===== src/rtl/jtag_master_pkg.sv =====
// ---------------------------------------------------------------------------
// jtag_master_pkg
// Shared types and constants for the JTAG initiator:
//   - request type encoding (TAP reset / IR scan / DR scan)
//   - FSM state encoding
//   - TMS header patterns (LSB is driven first) and sequence lengths
//   - hdr_tms(): returns the TMS bit for a given header step
// ---------------------------------------------------------------------------
package jtag_master_pkg;

   typedef enum logic [1:0] {
      JTAG_RST = 2'd0,
      JTAG_IR  = 2'd1,
      JTAG_DR  = 2'd2
   } jtag_req_e;

   typedef logic [2:0] jtag_state_t;

   localparam jtag_state_t ST_INIT  = 3'd0;
   localparam jtag_state_t ST_IDLE  = 3'd1;
   localparam jtag_state_t ST_TLR   = 3'd2;
   localparam jtag_state_t ST_HDR   = 3'd3;
   localparam jtag_state_t ST_SHIFT = 3'd4;
   localparam jtag_state_t ST_EXIT  = 3'd5;
   localparam jtag_state_t ST_RTI   = 3'd6;
   localparam jtag_state_t ST_RESP  = 3'd7;

   // Run-Test/Idle -> Shift-IR is 1,1,0,0; Run-Test/Idle -> Shift-DR is 1,0,0.
   localparam logic [3:0] HDR_IR_TMS = 4'b0011;
   localparam logic [2:0] HDR_DR_TMS = 3'b001;
   localparam int unsigned HDR_IR_LEN = 4;
   localparam int unsigned HDR_DR_LEN = 3;
   // Five TMS=1 reach Test-Logic-Reset from any state, one TMS=0 parks in RTI.
   localparam int unsigned TLR_LEN    = 6;

   function automatic logic hdr_tms(input logic is_ir, input logic [1:0] idx);
      logic [3:0] pat;
      pat = is_ir ? HDR_IR_TMS : {1'b0, HDR_DR_TMS};
      return pat[idx];
   endfunction

endpackage


===== src/rtl/jtag_tck_gen.sv =====
// ---------------------------------------------------------------------------
// jtag_tck_gen
// TCK divider. While en_i is high, TCK runs CLK_DIV clk_i cycles low then
// CLK_DIV cycles high. The strobes are high in the cycle whose closing clk_i
// edge starts the low phase (fall_stb_o) or raises TCK (rise_stb_o).
// When en_i is low the counter is cleared and TCK is held low.
// Ports:
//   clk_i, rst_i  clock, async active-high reset
//   en_i          run the divider
//   tck_o         divided clock (registered)
//   fall_stb_o    low phase begins at the next clk_i edge
//   rise_stb_o    TCK rises at the next clk_i edge
// ---------------------------------------------------------------------------
module jtag_tck_gen #(
   parameter int CLK_DIV = 4
) (
   input  logic clk_i,
   input  logic rst_i,
   input  logic en_i,
   output logic tck_o,
   output logic fall_stb_o,
   output logic rise_stb_o
);

   localparam int CNT_W = (CLK_DIV > 1) ? $clog2(2 * CLK_DIV) : 1;
   localparam logic [CNT_W-1:0] CNT_MAX  = CNT_W'(2 * CLK_DIV - 1);
   localparam logic [CNT_W-1:0] CNT_HALF = CNT_W'(CLK_DIV);

   logic [CNT_W-1:0] cnt_q, cnt_d;
   logic             tck_q, tck_d;

   assign fall_stb_o = en_i && (cnt_q == '0);
   assign rise_stb_o = en_i && (cnt_q == CNT_HALF);
   assign tck_o      = tck_q;

   always_comb begin
      cnt_d = '0;
      tck_d = 1'b0;
      if (en_i) begin
         cnt_d = (cnt_q == CNT_MAX) ? '0 : cnt_q + CNT_W'(1);
         tck_d = rise_stb_o ? 1'b1 : (fall_stb_o ? 1'b0 : tck_q);
      end
   end

   always_ff @(posedge clk_i or posedge rst_i) begin
      if (rst_i) begin
         cnt_q <= '0;
         tck_q <= 1'b0;
      end else begin
         cnt_q <= cnt_d;
         tck_q <= tck_d;
      end
   end

endmodule


===== src/rtl/jtag_master.sv =====
// ---------------------------------------------------------------------------
// jtag_master
// JTAG initiator: runs the TAP init sequence after reset, then accepts TAP
// reset / IR scan / DR scan requests and returns the captured TDO bits.
// Ports:
//   clk_i, rst_i                  clock, async active-high reset
//   req_valid_i/req_ready_o       request handshake (ready only in IDLE)
//   req_type_i                    0 TAP reset, 1 IR scan, 2/3 DR scan
//   req_len_i                     shift length (0 -> 1, clamped to MAX_LEN)
//   req_data_i                    TDI bits, LSB first
//   rsp_valid_o/rsp_ready_i       response handshake
//   rsp_data_o                    captured TDO bits, right-aligned
//   tck_o, tms_o, tdi_o, tdo_i    JTAG pins
// ---------------------------------------------------------------------------
module jtag_master
   import jtag_master_pkg::*;
#(
   parameter int CLK_DIV = 4,
   parameter int MAX_LEN = 32,
   parameter int LEN_W   = $clog2(MAX_LEN + 1)
) (
   input  logic               clk_i,
   input  logic               rst_i,
   input  logic               req_valid_i,
   output logic               req_ready_o,
   input  logic [1:0]         req_type_i,
   input  logic [LEN_W-1:0]   req_len_i,
   input  logic [MAX_LEN-1:0] req_data_i,
   output logic               rsp_valid_o,
   input  logic               rsp_ready_i,
   output logic [MAX_LEN-1:0] rsp_data_o,
   output logic               tck_o,
   output logic               tms_o,
   output logic               tdi_o,
   input  logic               tdo_i
);

   localparam logic [LEN_W-1:0] STEP_ONE = LEN_W'(1);
   localparam logic [LEN_W-1:0] TLR_LAST = LEN_W'(TLR_LEN - 1);
   localparam logic [LEN_W-1:0] LEN_MAX  = LEN_W'(MAX_LEN);

   jtag_state_t        state_q, state_d;
   logic [LEN_W-1:0]   step_q, step_d;
   logic               done_q, done_d;
   logic               is_ir_q, is_ir_d;
   logic [LEN_W-1:0]   len_q, len_d;
   logic [MAX_LEN-1:0] data_q, data_d;
   logic [MAX_LEN-1:0] cap_q, cap_d;
   logic               tms_q, tms_d;
   logic               tdi_q, tdi_d;
   logic               rsp_valid_q, rsp_valid_d;
   logic [MAX_LEN-1:0] rsp_data_q, rsp_data_d;

   logic               tck_en, fall_stb, rise_stb;
   logic [LEN_W-1:0]   len_clamped, hdr_last, shamt;
   logic               shift_last;

   assign tck_en = (state_q != ST_IDLE) && (state_q != ST_RESP);

   jtag_tck_gen #(.CLK_DIV(CLK_DIV)) u_tck_gen (
      .clk_i      (clk_i),
      .rst_i      (rst_i),
      .en_i       (tck_en),
      .tck_o      (tck_o),
      .fall_stb_o (fall_stb),
      .rise_stb_o (rise_stb)
   );

   assign len_clamped = (req_len_i == '0)     ? STEP_ONE :
                        (req_len_i > LEN_MAX) ? LEN_MAX  : req_len_i;
   assign hdr_last    = is_ir_q ? LEN_W'(HDR_IR_LEN - 1) : LEN_W'(HDR_DR_LEN - 1);
   assign shift_last  = (step_q == len_q - STEP_ONE);
   // Captured bits enter at the MSB; shift them down so bit 0 is the first one.
   assign shamt       = LEN_MAX - len_q;

   assign req_ready_o = (state_q == ST_IDLE);
   assign rsp_valid_o = rsp_valid_q;
   assign rsp_data_o  = rsp_data_q;
   assign tms_o       = tms_q;
   assign tdi_o       = tdi_q;

   always_comb begin
      state_d     = state_q;
      step_d      = step_q;
      done_d      = done_q;
      is_ir_d     = is_ir_q;
      len_d       = len_q;
      data_d      = data_q;
      cap_d       = cap_q;
      tms_d       = tms_q;
      tdi_d       = tdi_q;
      rsp_valid_d = rsp_valid_q;
      rsp_data_d  = rsp_data_q;
      case (state_q)
         ST_IDLE: begin
            if (req_valid_i) begin
               is_ir_d = (req_type_i == JTAG_IR);
               len_d   = len_clamped;
               data_d  = req_data_i;
               cap_d   = '0;
               step_d  = '0;
               done_d  = 1'b0;
               state_d = (req_type_i == JTAG_RST) ? ST_TLR : ST_HDR;
            end
         end
         ST_RESP: begin
            if (rsp_ready_i) begin
               rsp_valid_d = 1'b0;
               state_d     = ST_IDLE;
            end
         end
         default: begin
            if (fall_stb) begin
               // The last TCK cycle of a sequence completes its high phase
               // before leaving, so the next low phase ends the sequence.
               if (done_q) begin
                  done_d = 1'b0;
                  tms_d  = 1'b0;
                  tdi_d  = 1'b0;
                  if (state_q == ST_INIT) begin
                     state_d = ST_IDLE;
                  end else begin
                     state_d     = ST_RESP;
                     rsp_valid_d = 1'b1;
                     rsp_data_d  = (state_q == ST_TLR) ? '0 : (cap_q >> shamt);
                  end
               end else begin
                  tdi_d = 1'b0;
                  case (state_q)
                     ST_INIT, ST_TLR: tms_d = (step_q != TLR_LAST);
                     ST_HDR:          tms_d = hdr_tms(is_ir_q, step_q[1:0]);
                     ST_SHIFT: begin
                        tms_d = shift_last;
                        tdi_d = data_q[0];
                     end
                     ST_EXIT:         tms_d = 1'b1;
                     default:         tms_d = 1'b0;
                  endcase
               end
            end else if (rise_stb) begin
               case (state_q)
                  ST_INIT, ST_TLR: begin
                     if (step_q == TLR_LAST) done_d = 1'b1;
                     else                    step_d = step_q + STEP_ONE;
                  end
                  ST_HDR: begin
                     if (step_q == hdr_last) begin
                        state_d = ST_SHIFT;
                        step_d  = '0;
                     end else begin
                        step_d  = step_q + STEP_ONE;
                     end
                  end
                  ST_SHIFT: begin
                     cap_d  = {tdo_i, cap_q[MAX_LEN-1:1]};
                     data_d = data_q >> 1;
                     if (shift_last) begin
                        state_d = ST_EXIT;
                        step_d  = '0;
                     end else begin
                        step_d  = step_q + STEP_ONE;
                     end
                  end
                  ST_EXIT: state_d = ST_RTI;
                  default: done_d  = 1'b1;
               endcase
            end
         end
      endcase
   end

   always_ff @(posedge clk_i or posedge rst_i) begin
      if (rst_i) begin
         state_q     <= ST_INIT;
         step_q      <= '0;
         done_q      <= 1'b0;
         is_ir_q     <= 1'b0;
         len_q       <= STEP_ONE;
         data_q      <= '0;
         cap_q       <= '0;
         tms_q       <= 1'b1;
         tdi_q       <= 1'b0;
         rsp_valid_q <= 1'b0;
         rsp_data_q  <= '0;
      end else begin
         state_q     <= state_d;
         step_q      <= step_d;
         done_q      <= done_d;
         is_ir_q     <= is_ir_d;
         len_q       <= len_d;
         data_q      <= data_d;
         cap_q       <= cap_d;
         tms_q       <= tms_d;
         tdi_q       <= tdi_d;
         rsp_valid_q <= rsp_valid_d;
         rsp_data_q  <= rsp_data_d;
      end
   end

endmodule


===== config.mk =====
export PLATFORM = sky130hd
export DESIGN_NAME = jtag_master
export DESIGN_NICKNAME = d
export VERILOG_FILES = /design/src/rtl/jtag_master_pkg.sv /design/src/rtl/jtag_tck_gen.sv /design/src/rtl/jtag_master.sv
export SDC_FILE = /design/constraint.sdc
export NUM_CORES = 1
export LEC_CHECK = 0
export CAP_MARGIN = 10
export CORE_MARGIN = 1
export CORE_UTILIZATION = 51
export CTS_CLUSTER_DIAMETER = 200
export DETAILED_ROUTE_END_ITERATION = 7
export PLACE_DENSITY = 0.8
export SETUP_SLACK_MARGIN = 0.05
export SYNTH_ARGS = -nofsm -noshare
export SYNTH_HDL_FRONTEND = slang
export SYNTH_SLANG_ARGS = --single-unit

===== constraint.sdc =====
create_clock -name clk_i -period 4.52 [get_ports clk_i]
set_input_delay 1.13 -clock clk_i [delete_from_list [all_inputs] [get_ports clk_i]]
set_output_delay 1.13 -clock clk_i [all_outputs]
set_load 0.01 [all_outputs]

### Word-level counts from Yosys, hierarchy flattened

Cells that the tools add are included.

| word-level totals | value |
|---|---|
| output and inout port bits | 37 |
| word-level logic and storage cells | 132 |
| register bits | 120 |
| input bits | 45 |

| cells by class | value |
|---|---|
| bitwise gates (word level) | 4 |
| magnitude comparators | 2 |
| reductions and logical operators | 26 |
| shift-type cells | 1 |
| multiplexer cells | 56 |
| eq/ne operators | 26 |
| add/subtract/negate cells | 4 |

Operators with widths:

| operator | count |
|---|---|
| 32-bit 2-to-1 mux | 9 |
| 32-bit case mux with 2 select lines | 2 |
| 6-bit 2-to-1 mux | 8 |
| 32-bit by 6-bit right shift with 32-bit output | 1 |
| 3-bit 2-to-1 mux | 10 |
| 6-bit case mux with 3 select lines | 1 |
| 1-bit 2-to-1 mux | 17 |
| 3-bit == test, second input constant | 5 |
| 5-bit AND reduction | 3 |
| 6-bit case mux with 2 select lines | 1 |
| 3-bit != test, second input constant | 3 |
| 3-bit case mux with 3 select lines | 1 |
| 2-bit nonzero test | 4 |
| 4-bit nonzero test | 2 |
| 7-bit AND reduction | 1 |
| 6-bit by 1-bit adder with 6-bit output, second input constant | 1 |
| 3-bit by 2-bit == test with 1-bit output, second input constant | 2 |
| 6-bit by 2-bit == test with 1-bit output | 1 |
| 6-bit by 3-bit == test with 1-bit output, second input constant | 1 |
| 6-bit == test | 1 |
| 6-bit greater-than comparator, second input constant | 1 |
| 3-bit zero test | 2 |
| 6-bit zero test | 1 |
| 2-bit != test, second input constant | 3 |
| 28 further kinds | 38 |

### Logic depth before layout (Yosys ltp)

| depth | value |
|---|---|
| depth in word-level cells | 7 |
| gate-level depth with buffers | 13 |
| gate-level depth less buffers | 8 |

### Hierarchy

From an unflattened synthesis, not the netlist that was laid out.

| second synthesis, totals | value |
|---|---|
| cell total of the unflattened synthesis | 657 |
| area total of the unflattened synthesis | 7014.2 sq um |

By module, submodules not included:

| module | sequential area each (sq um) | cells an instance | area each (sq um) | times used |
|---|---|---|---|---|
| jtag_master | 2905.3 | 639 | 6814.0 | 1 |
| jtag_tck_gen | 100.1 | 18 | 200.2 | 1 |

### Worst setup path before layout

Ideal clock, no wire load.

| path | value |
|---|---|
| kind | reg-to-reg |
| start | reg len_q[0] |
| end | reg rsp_data_q[18], in the netlist rsp_data_o[18] |
| data required time | 4.398 ns |
| path slack | 1.594 ns |
| cell stages (with the launch flop) | 11 |
| setup time | 0.122 ns |
| arrival | 2.804 ns |
| buffers on the path | 4 |
| period minus slack after synthesis | 2.926 ns |
| cells stage by stage | dfstp_2 -> buf_6 -> buf_2 -> inv_2 -> ha_1 -> buf_2 -> clkbuf_1 -> mux4_2 -> mux2i_1 -> nand2_1 -> a32o_1 |

| between the ends | value |
|---|---|
| word-level cells in the longest chain between the ends | 3 |

RTL lines:

| item | RTL line | text |
|---|---|---|
| from (decl) | jtag_master.sv:46 | `logic [LEN_W-1:0] len_q, len_d;` |
| from (signal assigned) | jtag_master.sv:190 | `len_q <= len_d;` |
| 6-bit subtractor | jtag_master.sv:74 | `assign shamt = LEN_MAX - len_q;` |
| 32-bit by 6-bit right shift with 32-bit output | jtag_master.sv:125 | `rsp_data_d = (state_q == ST_TLR) ? '0 : (cap_q >> shamt);` |
| 32-bit 2-to-1 mux | jtag_master.sv:125 |  |
| to (signal assigned) | jtag_master.sv:196 | `rsp_data_q <= rsp_data_d;` |
| to (decl) | jtag_master.sv:52 | `logic [MAX_LEN-1:0] rsp_data_q, rsp_data_d;` |

No other way between the ends.
A chain may end at the register's enable or synchronous reset.

### Worst setup path in the final report

| path | value |
|---|---|
| start | reg state_q[0] |
| end | out req_ready_o |

| between the ends | value |
|---|---|
| word-level cells in the longest chain between the ends | 1 |

RTL lines:

| item | RTL line | text |
|---|---|---|
| from (decl) | jtag_master.sv:42 | `jtag_state_t state_q, state_d;` |
| from (signal assigned) | jtag_master.sv:186 | `state_q <= state_d;` |
| 3-bit by 1-bit == test with 1-bit output | jtag_master.sv:76 | `assign req_ready_o = (state_q == ST_IDLE);` |
| to (decl) | jtag_master.sv:25 | `output logic req_ready_o,` |

No other way between the ends.

==> results.py <==
metrics = {
    "run_status": {
        "outcome": "completed",
    },
    "timing": {
        "hold_viol": 0,
        "final.min_clock_period_ns": 3.34,
        "setup_slack_ns": 1.18,
        "finalCritPeriodShare_pct": 73.9,
        "final-max-slew-violation-count": 0,
        "rsz0062_at_grt": "false",
        "max_freq_ghz": 0.299,
        "max-slew-margin-rel_pct": 13.0,
        "setup_violations": 0,
        "setup_tns_ns": 0,
        "tightest_slew_ns": 1.31,
        "clock_skew_ns": 0.00912,
    },
    "power_and_ir_drop": {
        "p_leak_nw": 3.48,
        "p_seq_share_pct": 28.5,
        "netSwitchingPower_w": 0.00261,
        "pwr-share-comb_pct": 49.6,
        "power_frac_clock_pct": 22.0,
        "ir_drop_mv": 0.466,
        "p_int_w": 0.00317,
        "switching_share_pct": 45.2,
        "p_per_area_nw_per_um2": 673,
    },
    "critical_path": {
        "slowest_delay_ns": 0.78,
        "cp-end-kind": "output port",
        "startpoint_type": "register",
        "crit_required_ns": 3.39,
        "crit_fanout": 23,
        "crit_chain": "nand2b_1 -> nor2_4 -> clkdlybuf4s50_1",
        "r2r_slack_ns": 1.37,
        "worst_path_max_delay_cell": "dfrtp_1",
        "cp_data_arrival_time_ns": 2.21,
        "critPathKind": "reg2out",
    },
    "cells_and_area": {
        "num_antenna_cells": 0,
        "area_growth_pct": 21.0,
        "nets": 830,
        "drive_gt1_share_pct": 11.5,
    },
    "clock_network": {
        "clk_latency_ns": 0.43,
        "postCtsSetupBuffers": 0,
        "cts_buffers": 17,
        "postCtsHoldBufs": 0,
        "clkTransAtPathRegs_ns": 0.06,
        "clock-root-buffer": "clkbuf_16",
        "cts_tree": "done",
        "cts_buffer_depth": 2,
        "cts_resized": 0,
        "htreeDepth": 4,
        "clock_sinks": 120,
    },
    "floorplanning": {
        "core_area_um2": 13400,
        "rows": 42,
        "io_pins": 82,
        "start_util_pct": 53.0,
        "die_area_um2": 14400,
        "die_h_um": 120,
        "fp.dieW_um": 120,
    },
    "global_route": {
        "grt_use_total_pct": 26.9,
        "grt_pass1_vias": 5930,
        "overflow": 0,
        "antenna_found_initial": 0,
        "grt_max_degree": 66,
        "grt_pass1_wl_um": 30200,
    },
    "drt": {
        "ant_nets": 0,
        "drt-initial-drc-count": 590,
        "drt_pre_antenna_iters": 6,
        "wirelength_um": 18300,
        "num_vias": 6110,
        "wire_per_inst_um": 19.0,
        "remaining_drc_errors": 0,
        "routed_via_density": 6.33,
    },
    "synthesis": {
        "syn_area_um2": 7100,
        "ys_seq_elements": 120,
        "ys_warn_count": 0,
        "synth.avg_cell_area_um2": 9.86,
        "yosysSeqAreaShare_pct": 42.3,
        "yosys.cell_types.count": 61,
        "netlist_instances": 720,
        "synthFlopType": "dfrtp_1",
        "ys_async_sr_fraction_pct": 100,
        "syn_nets": 773,
        "synth-edff-count": 0,
    },
    "min_path": {
        "holdCritPathClass": "reg2reg",
    },
    "placement": {
        "dpl_worst_slack_ns": 1.25,
        "hpwl_um": 12700,
        "place.port_buffers": 81,
        "gp_congestion": 0.887,
    },
    "job": {
        "maxCapViolCount": 0,
    },
}
## registers in the layout, summed over array words and instances (netlist names), 3 cells and up
name,flops
u_tck_gen.cnt_q,3
step_q,6
data_q,32
rsp_data_o,32
state_q,3
cap_q,32
len_q,6
## stage by stage
step | power (W) | std cells | utilization (%) | area (um^2) | hold slack, ns
final | 0.00578 | 966 | 64.1 | 8590 | 0.460
after global routing | 0.00615 | 966 | 64.1 | 8590 | 0.482
after CTS | 0.00574 | 965 | 64.0 | 8570 | 0.469
after detailed placement | 0.00445 | 933 | 59.8 | 8020 | 0.461
after global placement | 0.00436 | 933 | 59.8 | 8020 | 0.448
after floorplan | 0.00372 | 720 | - | 7100 | 0.436
## critical path, delay by kind of cell (launching register included)
family | cells | cell delay (ns)
buffers and inverters | 1 | 0.59
flip-flops | 1 | 0.78
AND/OR/NAND/NOR | 2 | 0.42
## cells in the final DEF, fill, tap and decap left out, types with 9 or more instances in the layout
master and instances:
a21oi_1 30, buf_4 9, nand3_1 10, clkbuf_16 17, mux2_2 13, a32o_1 45, nor2_1 38, clkdlybuf4s50_1 81
inv_1 18, o21ai_0 73, mux4_2 18, mux2i_1 55, nand2b_1 12, nand2_1 108, dfrtp_1 118
## cells in the mapped netlist (all sizes together), types with 8 or more instances
library cell	number	area, um^2
a21oi	30	150
a32o	45	450
buf	23	114
clkbuf	31	116
dfrtp	118	2950
ha	8	100
inv	20	75.1
mux2	13	146
mux2i	55	551
mux4	18	405
nand2	109	417
nand2b	12	75.1
nand3	10	50.1
nor2	40	158
nor3	9	56.3
o21ai	74	370
o221ai	8	70.1
o31ai	10	90.1
## final timing paths
kind / startpoint / cells past startpoint / end
min in group asynchronous: rst_i / 2 / data_q[13]$_DFFE_PP0P_
max in group asynchronous: rst_i / 3 / tms_o$_DFFE_PP1P_
hold / removal: u_tck_gen.cnt_q[0]$_DFF_PP0_ / 1 / u_tck_gen.cnt_q[0]$_DFF_PP0_
hold reg to reg: u_tck_gen.cnt_q[0]$_DFF_PP0_ / 1 / u_tck_gen.cnt_q[0]$_DFF_PP0_
setup / recovery: state_q[0]$_DFFE_PP0P_ / 3 / req_ready_o
setup reg to reg: len_q[0]$_DFFE_PP1P_ / 8 / rsp_data_o[1]$_DFFE_PP0P_
## power groups by stage
stage               registers, W  clock network, W  logic (W)
detailed placement       0.00165                 0    0.00280
global route             0.00169           0.00133    0.00313
CTS                      0.00164           0.00128    0.00282
floorplan                0.00152                 0    0.00219
finish                   0.00165           0.00127    0.00287
global placement         0.00163                 0    0.00273
## layer usage
| layer | wire, um | global-route usage (%) | part of all wire, % |
|---|---|---|---|
| met2 | 8770 | 41.6 | 48 |
| met5 | 0 | 0 | 0 |
| met3 | 1230 | 6.42 | 6.7 |
| met4 | 395 | 12.7 | 2.2 |
| met1 | 7950 | 35.5 | 43 |
## logic make-up after synthesis
| kind of cell | count (synthesis) | share of synthesized area, % |
|---|---|---|
| AO/OA/AOI/OAI | 211 | 21.0 |
| XOR/XNOR | 13 | 1.60 |
| adder cells (fa/ha/maj) | 8 | 1.41 |
| buffers and inverters | 74 | 4.30 |
| flip-flops | 120 | 42.3 |
| multiplexers | 86 | 15.5 |
| AND/OR/NAND/NOR | 208 | 13.9 |
## layout make-up
type	count	area, um^2
clock buffers	18	429
clock inverters	14	128
fillers	1103	4810
inverters	20	77.6
multi-input cells	526	3820
flip-flops and latches	120	3010
well taps	176	220
repair buffers	92	918
No activity file was read; power rests on OpenSTA's default activity.
